==> src/rtl/pipelined_cla_adder.sv <==
// Pipelined carry-lookahead adder/subtractor. Each stage resolves GPS 4-bit lookahead groups.
// Optional output saturation on signed overflow is enabled by defining CLA_ADDER_SAT_EN.
module pipelined_cla_adder #(
   parameter int WIDTH = 16,
   parameter int GPS   = 2
) (
   input  logic             clk,
   input  logic             rst,
   input  logic             in_valid,
   output logic             in_ready,
   input  logic [WIDTH-1:0] in_a,
   input  logic [WIDTH-1:0] in_b,
   input  logic             in_cin,
   input  logic             in_sub,
   output logic             out_valid,
   input  logic             out_ready,
   output logic [WIDTH-1:0] out_sum,
   output logic             out_cout,
   output logic             out_ovf,
   output logic             out_zero
);
   localparam int SW     = 4 * GPS;
   localparam int STAGES = WIDTH / SW;
   localparam int RS     = (STAGES > 1) ? STAGES - 1 : 1;
   localparam int L      = STAGES - 1;

   // Valid/ready: a beat moves on a rising edge when valid & ready are both high.
   // The whole pipe advances as one unit whenever the output register is empty or being drained.
   logic adv;
   assign adv      = !out_valid | out_ready;
   assign in_ready = adv & !rst;

   function automatic logic [SW:0] cla_slice(input logic [SW-1:0] a, input logic [SW-1:0] b,
                                             input logic cin);
      logic [SW-1:0] p, g, s;
      logic [3:0]    gp, gg;
      logic          c, c1, c2, c3, c4;
      p = a ^ b;
      g = a & b;
      c = cin;
      s = '0;
      for (int j = 0; j < GPS; j++) begin
         gp = p[4*j +: 4];
         gg = g[4*j +: 4];
         c1 = gg[0] | (gp[0] & c);
         c2 = gg[1] | (gp[1] & gg[0]) | (gp[1] & gp[0] & c);
         c3 = gg[2] | (gp[2] & gg[1]) | (gp[2] & gp[1] & gg[0]) | (gp[2] & gp[1] & gp[0] & c);
         c4 = gg[3] | (gp[3] & gg[2]) | (gp[3] & gp[2] & gg[1]) | (gp[3] & gp[2] & gp[1] & gg[0])
              | (gp[3] & gp[2] & gp[1] & gp[0] & c);
         s[4*j +: 4] = gp ^ {c3, c2, c1, c};
         c = c4;
      end
      return {c, s};
   endfunction

   // Inter-stage registers carry the full operands alongside the partial sum so slices stay aligned.
   logic [WIDTH-1:0] r_a [RS];
   logic [WIDTH-1:0] r_b [RS];
   logic [WIDTH-1:0] r_sum [RS];
   logic             r_c [RS];
   logic             r_v [RS];

   logic [WIDTH-1:0] nx_a [STAGES];
   logic [WIDTH-1:0] nx_b [STAGES];
   logic [WIDTH-1:0] nx_sum [STAGES];
   logic             nx_c [STAGES];
   logic             nx_v [STAGES];

   always_comb begin : comb_stages
      logic [WIDTH-1:0] sa, sb, ss;
      logic             sc, sv;
      logic [SW:0]      res;
      int               pk;
      for (int k = 0; k < STAGES; k++) begin
         pk = (k == 0) ? 0 : k - 1;
         if (k == 0) begin
            sa = in_a;
            sb = in_sub ? ~in_b : in_b;
            sc = in_sub ? 1'b1 : in_cin;
            ss = '0;
            sv = in_valid;
         end else begin
            sa = r_a[pk];
            sb = r_b[pk];
            sc = r_c[pk];
            ss = r_sum[pk];
            sv = r_v[pk];
         end
         res                    = cla_slice(sa[k*SW +: SW], sb[k*SW +: SW], sc);
         nx_sum[k]              = ss;
         nx_sum[k][k*SW +: SW]  = res[SW-1:0];
         nx_c[k]                = res[SW];
         nx_a[k]                = sa;
         nx_b[k]                = sb;
         nx_v[k]                = sv;
      end
   end

   logic             ovf_c, zero_c;
   logic [WIDTH-1:0] sum_c;

   always_comb begin
      ovf_c = (nx_a[L][WIDTH-1] == nx_b[L][WIDTH-1]) & (nx_sum[L][WIDTH-1] != nx_a[L][WIDTH-1]);
`ifdef CLA_ADDER_SAT_EN
      sum_c = nx_sum[L];
      // A negative A can only overflow towards the most negative value, and vice versa.
      if (ovf_c)
         sum_c = nx_a[L][WIDTH-1] ? {1'b1, {(WIDTH-1){1'b0}}} : {1'b0, {(WIDTH-1){1'b1}}};
`else
      sum_c = nx_sum[L];
`endif
      zero_c = (sum_c == '0);
   end

   always_ff @(posedge clk) begin
      if (rst) begin
         for (int k = 0; k < RS; k++) r_v[k] <= 1'b0;
         out_valid <= 1'b0;
         out_sum   <= '0;
         out_cout  <= 1'b0;
         out_ovf   <= 1'b0;
         out_zero  <= 1'b0;
      end else if (adv) begin
         for (int k = 0; k < RS; k++) begin
            r_v[k] <= nx_v[k];
            if (nx_v[k]) begin
               r_a[k]   <= nx_a[k];
               r_b[k]   <= nx_b[k];
               r_sum[k] <= nx_sum[k];
               r_c[k]   <= nx_c[k];
            end
         end
         out_valid <= nx_v[L];
         // Result fields only change when a beat lands, so they hold while out_valid is low.
         if (nx_v[L]) begin
            out_sum  <= sum_c;
            out_cout <= nx_c[L];
            out_ovf  <= ovf_c;
            out_zero <= zero_c;
         end
      end
   end
endmodule

==> config.mk <==
export PLATFORM = sky130hd
export DESIGN_NAME = pipelined_cla_adder
export DESIGN_NICKNAME = d
export VERILOG_FILES = /design/src/rtl/pipelined_cla_adder.sv
export SDC_FILE = /design/constraint.sdc
export NUM_CORES = 1
export LEC_CHECK = 0
export CORE_ASPECT_RATIO = 0.8
export CORE_UTILIZATION = 25
export DETAILED_ROUTE_END_ITERATION = 7
export GPL_TIMING_DRIVEN = 1
export PLACE_DENSITY = 0.58
export SETUP_SLACK_MARGIN = 0.3
export SLEW_MARGIN = 40
export SYNTH_ARGS = -nofsm -noshare
export SYNTH_HDL_FRONTEND = slang
export SYNTH_SLANG_ARGS = --single-unit
==> constraint.sdc <==
create_clock -name clk -period 2.9 [get_ports clk]
set_clock_uncertainty 0.1 [all_clocks]
set_input_delay 0.725 -clock clk [delete_from_list [all_inputs] [get_ports clk]]
set_output_delay 0.725 -clock clk [all_outputs]
set_load 0.005 [all_outputs]
==> impl_metrics.toml, run 1 <==
[status]
status = "finished, final reports clean"

[timing]
finalSetupViolCount = 0
whs_ns = 0.353
max_freq_mhz = 390
fin_crit_ns = 2.57
hold_violations = 0
rsz0062_at_grt = "true"
slew_headroom_pct = 73.4
worst_pin_slew_ns = 0.394
slew_viol_final = 0
period_share_pct = 88.5

[placed_design]
dp_hpwl_um = 4430
port_buffers = 58
gp_congestion = 0.813
place_area_um2 = 3250

[cts]
clk_latency_ns = 0.29
htreeDepth = 2
cts_sinks = 46
numCtsBuffers = 5
cts_tree = "done"
cts-root-buf = "clkbuf_16"
cts_buffer_depth = 2
cts.reportedPaths.clkPinSlew_ns = 0.06
hold_buffers = 0

[logic_synthesis]
synth-xor-area-share_pct = 8.97
netlist_instances = 235
synth_compound_area_share_pct = 14.3
synth_top_area_share_pct = 32.0
synth-adder-area-share_pct = 11.5
synth-edff-count = 26
ys_top_cells_by_count = "nand2_1, edfxtp_1, a21oi_1"
muxShareOfSynthArea_pct = 0
syn-mean-instance-area_um2 = 10.4
synth_area_um2 = 2440
ys_ff_latch = 46
yosysMostFrequentCell = "nand2_1"
ys.flop_type = "edfxtp_1"
synth_area_leaders = "edfxtp_1, dfxtp_1, ha_1, xor2_1, nand2_1"
synth_top_family_by_area = "compound AO/OA/AOI/OAI gates"
yosysSeqAreaShare_pct = 48.4
async_flop_share_pct = 0
synth.largest_area_cell = "edfxtp_1"
ys_warn_count = 0
synth_simple_gate_area_share_pct = 13.1
synthDistinctLibCells = 40
synthesis.nets = 293

[detailed_routing]
first_pass_iters = 4
wire_per_inst_um = 13.3
vias = 1973
wl_um = 5780
drc = 0
ant_nets = 0
vias_per_cell = 4.55
drtIter0Drc = 71

[worst_setup_path]
crit_arrival_ns = 2.65
slowest_delay_ns = 0.46
critPathCaptureType = "register"
worstSetupPathType = "register to register"
required_ns = 2.98
cp-start-kind = "register"
crit_path_max_fanout = 2
crit_chain = "ha_1, a211o_1, a21o_1, a21oi_2, fa_1, nor4b_2, nand4_1, a2111oi_4, a32o_1"
cpMaxStageDelayCell = "fa_1"

[min_path]
hold_path.class = "register to register"

[global_route]
grt_use_total_pct = 11.8
antenna_found_initial = 0
grt_pass1_vias = 1936
grt_pass1_wl_um = 9480
grt_max_degree = 26
overflow = 0

[floorplan]
core_area_um2 = 9270
rows = 31
start_util_pct = 26.3
fp.dieArea_um2 = 10200
fp.dieH_um = 90.4
die-width_um = 112
io_pins = 59

[layout]
stdcell_area_um2 = 3570
final_util_pct = 38.5
nNetsFinal = 376
drive_above_1_share_pct = 15.0
insertedDiodeCount = 0
area_delta_synth_final_pct = 46.3

[power_and_ir_drop]
powerDensity_nw_per_um2 = 519
ir_drop_mv = 0.295
p_leak_nw = 1.41

[job]
max_cap_violations = 0
[cell families (layout without fill, tap and decap cells)]
group	count (synthesis)	after routing
AND/OR/NAND/NOR	67	67
AO/OA/AOI/OAI	53	53
flip-flops	46	46
XOR/XNOR	25	25
buffers and inverters	24	108
adder cells (fa/ha/maj)	20	20
[cell usage in the layout (no fill, tap or decap), types with 10 or more instances in the layout]
| cell type | count |
|---|---|
| inv_1 | 15 |
| xor2_1 | 18 |
| buf_4 | 24 |
| edfxtp_1 | 26 |
| nand2_1 | 31 |
| dfxtp_1 | 20 |
| nor2_1 | 10 |
| clkdlybuf4s50_1 | 52 |
| ha_1 | 15 |
| a21oi_1 | 19 |
[area by class of cell]
type | instances | area, µm²
Multi-Input combinational cell | 165 | 1230
Fill cell | 908 | 5700
Tap cell | 115 | 144
Clock inverter | 3 | 40.0
Sequential cell | 46 | 1180
Inverter | 16 | 60.1
Timing Repair Buffer | 84 | 793
Clock buffer | 5 | 125
[per-layer routing]
layer	vias up	GRT usage [%]	share of wire, %
li1	997	-	-
met1	902	16.6	50
met2	65	17.5	42
met3	9	2.42	5.7
met4	0	4.78	1.8
met5	-	0	0
[power breakdown]
part / total (mW) / switching (mW) / leakage (nW) / internal, mW
Combinational: 0.442 / 0.205 / 0.923 / 0.237
Clock: 0.638 / 0.236 / 0.0797 / 0.402
Sequential: 0.775 / 0.0256 / 0.409 / 0.749
Total: 1.85 / 0.466 / 1.41 / 1.39
[per-stage QoR]
step	std cells	setup WS [ns]	TNS (ns)	power, mW
6_report	434	0.335	0	1.85
5_1_grt	434	0.226	0	1.95
4_1_cts	431	0.299	0	1.85
3_5_place_dp	413	-0.195	-0.583	1.19
3_3_place_gp	413	-0.144	-0.380	1.18
2_1_floorplan	235	0.249	0	1.01
[what timing repair did]
action / in CTS / in global routing
resized for setup: 7 / 11
setup endpoints to repair: 7 / 8
buffers inserted: 10 / 3
pin swaps: 17 / 18
[sequential cells by signal, indices dropped and copies added, names as in the netlist]
register	flops
r_c	1
r_b	8
out_cout	1
r_v	1
out_sum	16
r_a	8
out_ovf	1
out_valid	1
r_sum	8
out_zero	1
[final timing paths]
path | from | endpoint | slack [ns] | cells past startpoint
min reg2reg | out_sum[6] | out_sum[6] | 0.35 | 2
min | out_sum[6] | out_sum[6] | 0.35 | 2
max reg2reg | r_a[0][8] | out_zero | 0.33 | 9
max | r_a[0][8] | out_zero | 0.33 | 9
[critical path: cells and delay by family (launching register included)]
family                     cells  cell delay, ns
AOI/OAI and AO/OA              5            0.89
adders and majority gates      2            0.77
and+or+nand+nor                2            0.32
DFF                            1            0.40
(Power assumes the default switching activity.)
==> run 2: changes to the inputs <==
- CORE_ASPECT_RATIO: 0.8 -> 0.5
- SKIP_CTS_REPAIR_TIMING: default -> 1
==> impl_metrics.toml, run 2 (same netlist as run 1, synthesis figures left out) <==
[status]
status = "finished, final reports clean"

[power_and_ir_drop]
ir_drop_mv = 0.233
total_power_mw = 1.73
p_leak_nw = 1.36
powerDensity_nw_per_um2 = 500

[worst_setup_path]
worstSetupPathType = "register to register"
required_ns = 2.98
cp-start-kind = "register"
reg2reg_to = "out_zero"
regToRegStartpoint = "r_a[0][8]"
r2r_cells = 9
rrSetupSlack_ns = 0.26
crit_arrival_ns = 2.72
critPathCaptureType = "register"
crit_path_max_fanout = 4

[detailed_routing]
first_pass_iters = 4
vias_per_cell = 4.36
ant_nets = 0
vias = 1927
wl_um = 5630
wire_per_inst_um = 12.7
drc = 0
drtIter0Drc = 116

[timing]
worst_pin_slew_ns = 0.426
fin_crit_ns = 2.64
whs_ns = 0.354
max_freq_mhz = 378
finalSetupViolCount = 0
slew_headroom_pct = 71.2
tns_ns = 0
final.setup.worst_slack_ns = 0.256
slew_viol_final = 0
period_share_pct = 91.2
hold_violations = 0
rsz0062_at_grt = "true"

[layout]
final_cells = 442
insertedDiodeCount = 0
final_common_cell = "clkdlybuf4s50_1"
regMostFlops = "out_sum"
stdcell_area_um2 = 3470
area_delta_synth_final_pct = 42.1
final_cell_mix = "clkdlybuf4s50_1, nand2_1, edfxtp_1"
drive_above_1_share_pct = 10.4
final_util_pct = 36.7
n_fill_cell = 949
largest_reg_flops = 16
nNetsFinal = 364

[floorplan]
fp.dieArea_um2 = 10200
core_area_um2 = 9450
rows = 25
die-width_um = 142
fp.dieH_um = 71.9
io_pins = 59
start_util_pct = 25.8

[cts]
cts-root-buf = "clkbuf_16"
numCtsBuffers = 5
cts.reportedPaths.clkPinSlew_ns = 0.06
cts_tree = "done"
htreeDepth = 2
cts_sinks = 46
clk_latency_ns = 0.28
cts_buffer_depth = 2

[global_route]
grt_use_total_pct = 11.6
antenna_found_initial = 0
grt_pass1_wl_um = 9210
overflow = 0
grt_max_degree = 26
grt_pass1_vias = 1972

[placed_design]
port_buffers = 58
dp_hpwl_um = 4520
place_area_um2 = 3280
pre_cts_ws_ns = -0.425
gp_congestion = 0.775
place_inst = 433

[job]
max_cap_violations = 0

[min_path]
min_to = "out_sum[4]"
hold_path.class = "register to register"
worstHoldPathCells = 2
min-delay-start = "out_sum[4]"
[run 2: cell types whose count changed in the layout (fill, tap and decap cells not counted), moves of 2 or more]
cell | previous run | this run
a21oi_1 | 19 | 21
buf_4 | 24 | 13
dlymetal6s2s_1 | 3 | 5
a21oi_2 | 4 | 2
[run 2: routing by layer]
metal	GRT usage [%]	routed length [µm]
met5	0	0
met4	4.06	70
met3	2.07	193
met2	20.6	2690
met1	14.5	2680
[run 2: worst max-delay path by stage]
stage                     slack [ns]     endpoint  cells after the start        from
after floorplan                 0.25  r_sum[0][4]                      9      in_sub
after global placement         -0.24  r_sum[0][4]                      9      in_sub
after detailed placement       -0.43  r_sum[0][4]                      9      in_sub
after CTS                      -0.14  r_sum[0][4]                      9      in_sub
after global routing            0.16     out_zero                      9  r_a[0][10]
final                           0.26     out_zero                      9   r_a[0][8]
[run 2: final cells by class]
class                           count  area [µm²]  share of cell area (%)
Sequential cell                    46        1180                    34.1
Inverter                           16        60.1                    1.73
Multi-Input combinational cell    165        1210                    34.8
Timing Repair Buffer               72         708                    20.4
Clock buffer                        6         129                    3.72
Clock inverter                      2        13.8                   0.397
Tap cell                          135         169                    4.87
[run 2: worst max-delay path, stage by stage, from the launching register on]
cell and delay (ns):
edfxtp_1 0.40, ha_1 0.33, a211o_1 0.32, a21o_1 0.20
a21oi_1 0.17, fa_1 0.46, nor4b_2 0.18, nand4_1 0.11
a2111oi_2 0.05, a32o_1 0.22
[run 2: power by group]
group	switching, mW	total (mW)	internal [mW]
logic	0.196	0.409	0.213
clock network	0.231	0.551	0.319
registers	0.0258	0.775	0.749
total	0.454	1.73	1.28
==> run 3: changes to the inputs <==
- HOLD_SLACK_MARGIN: default -> 0.05
==> results of run 3 <==
Same layout as run 2: the final DEF is identical, and so are final timing and power.
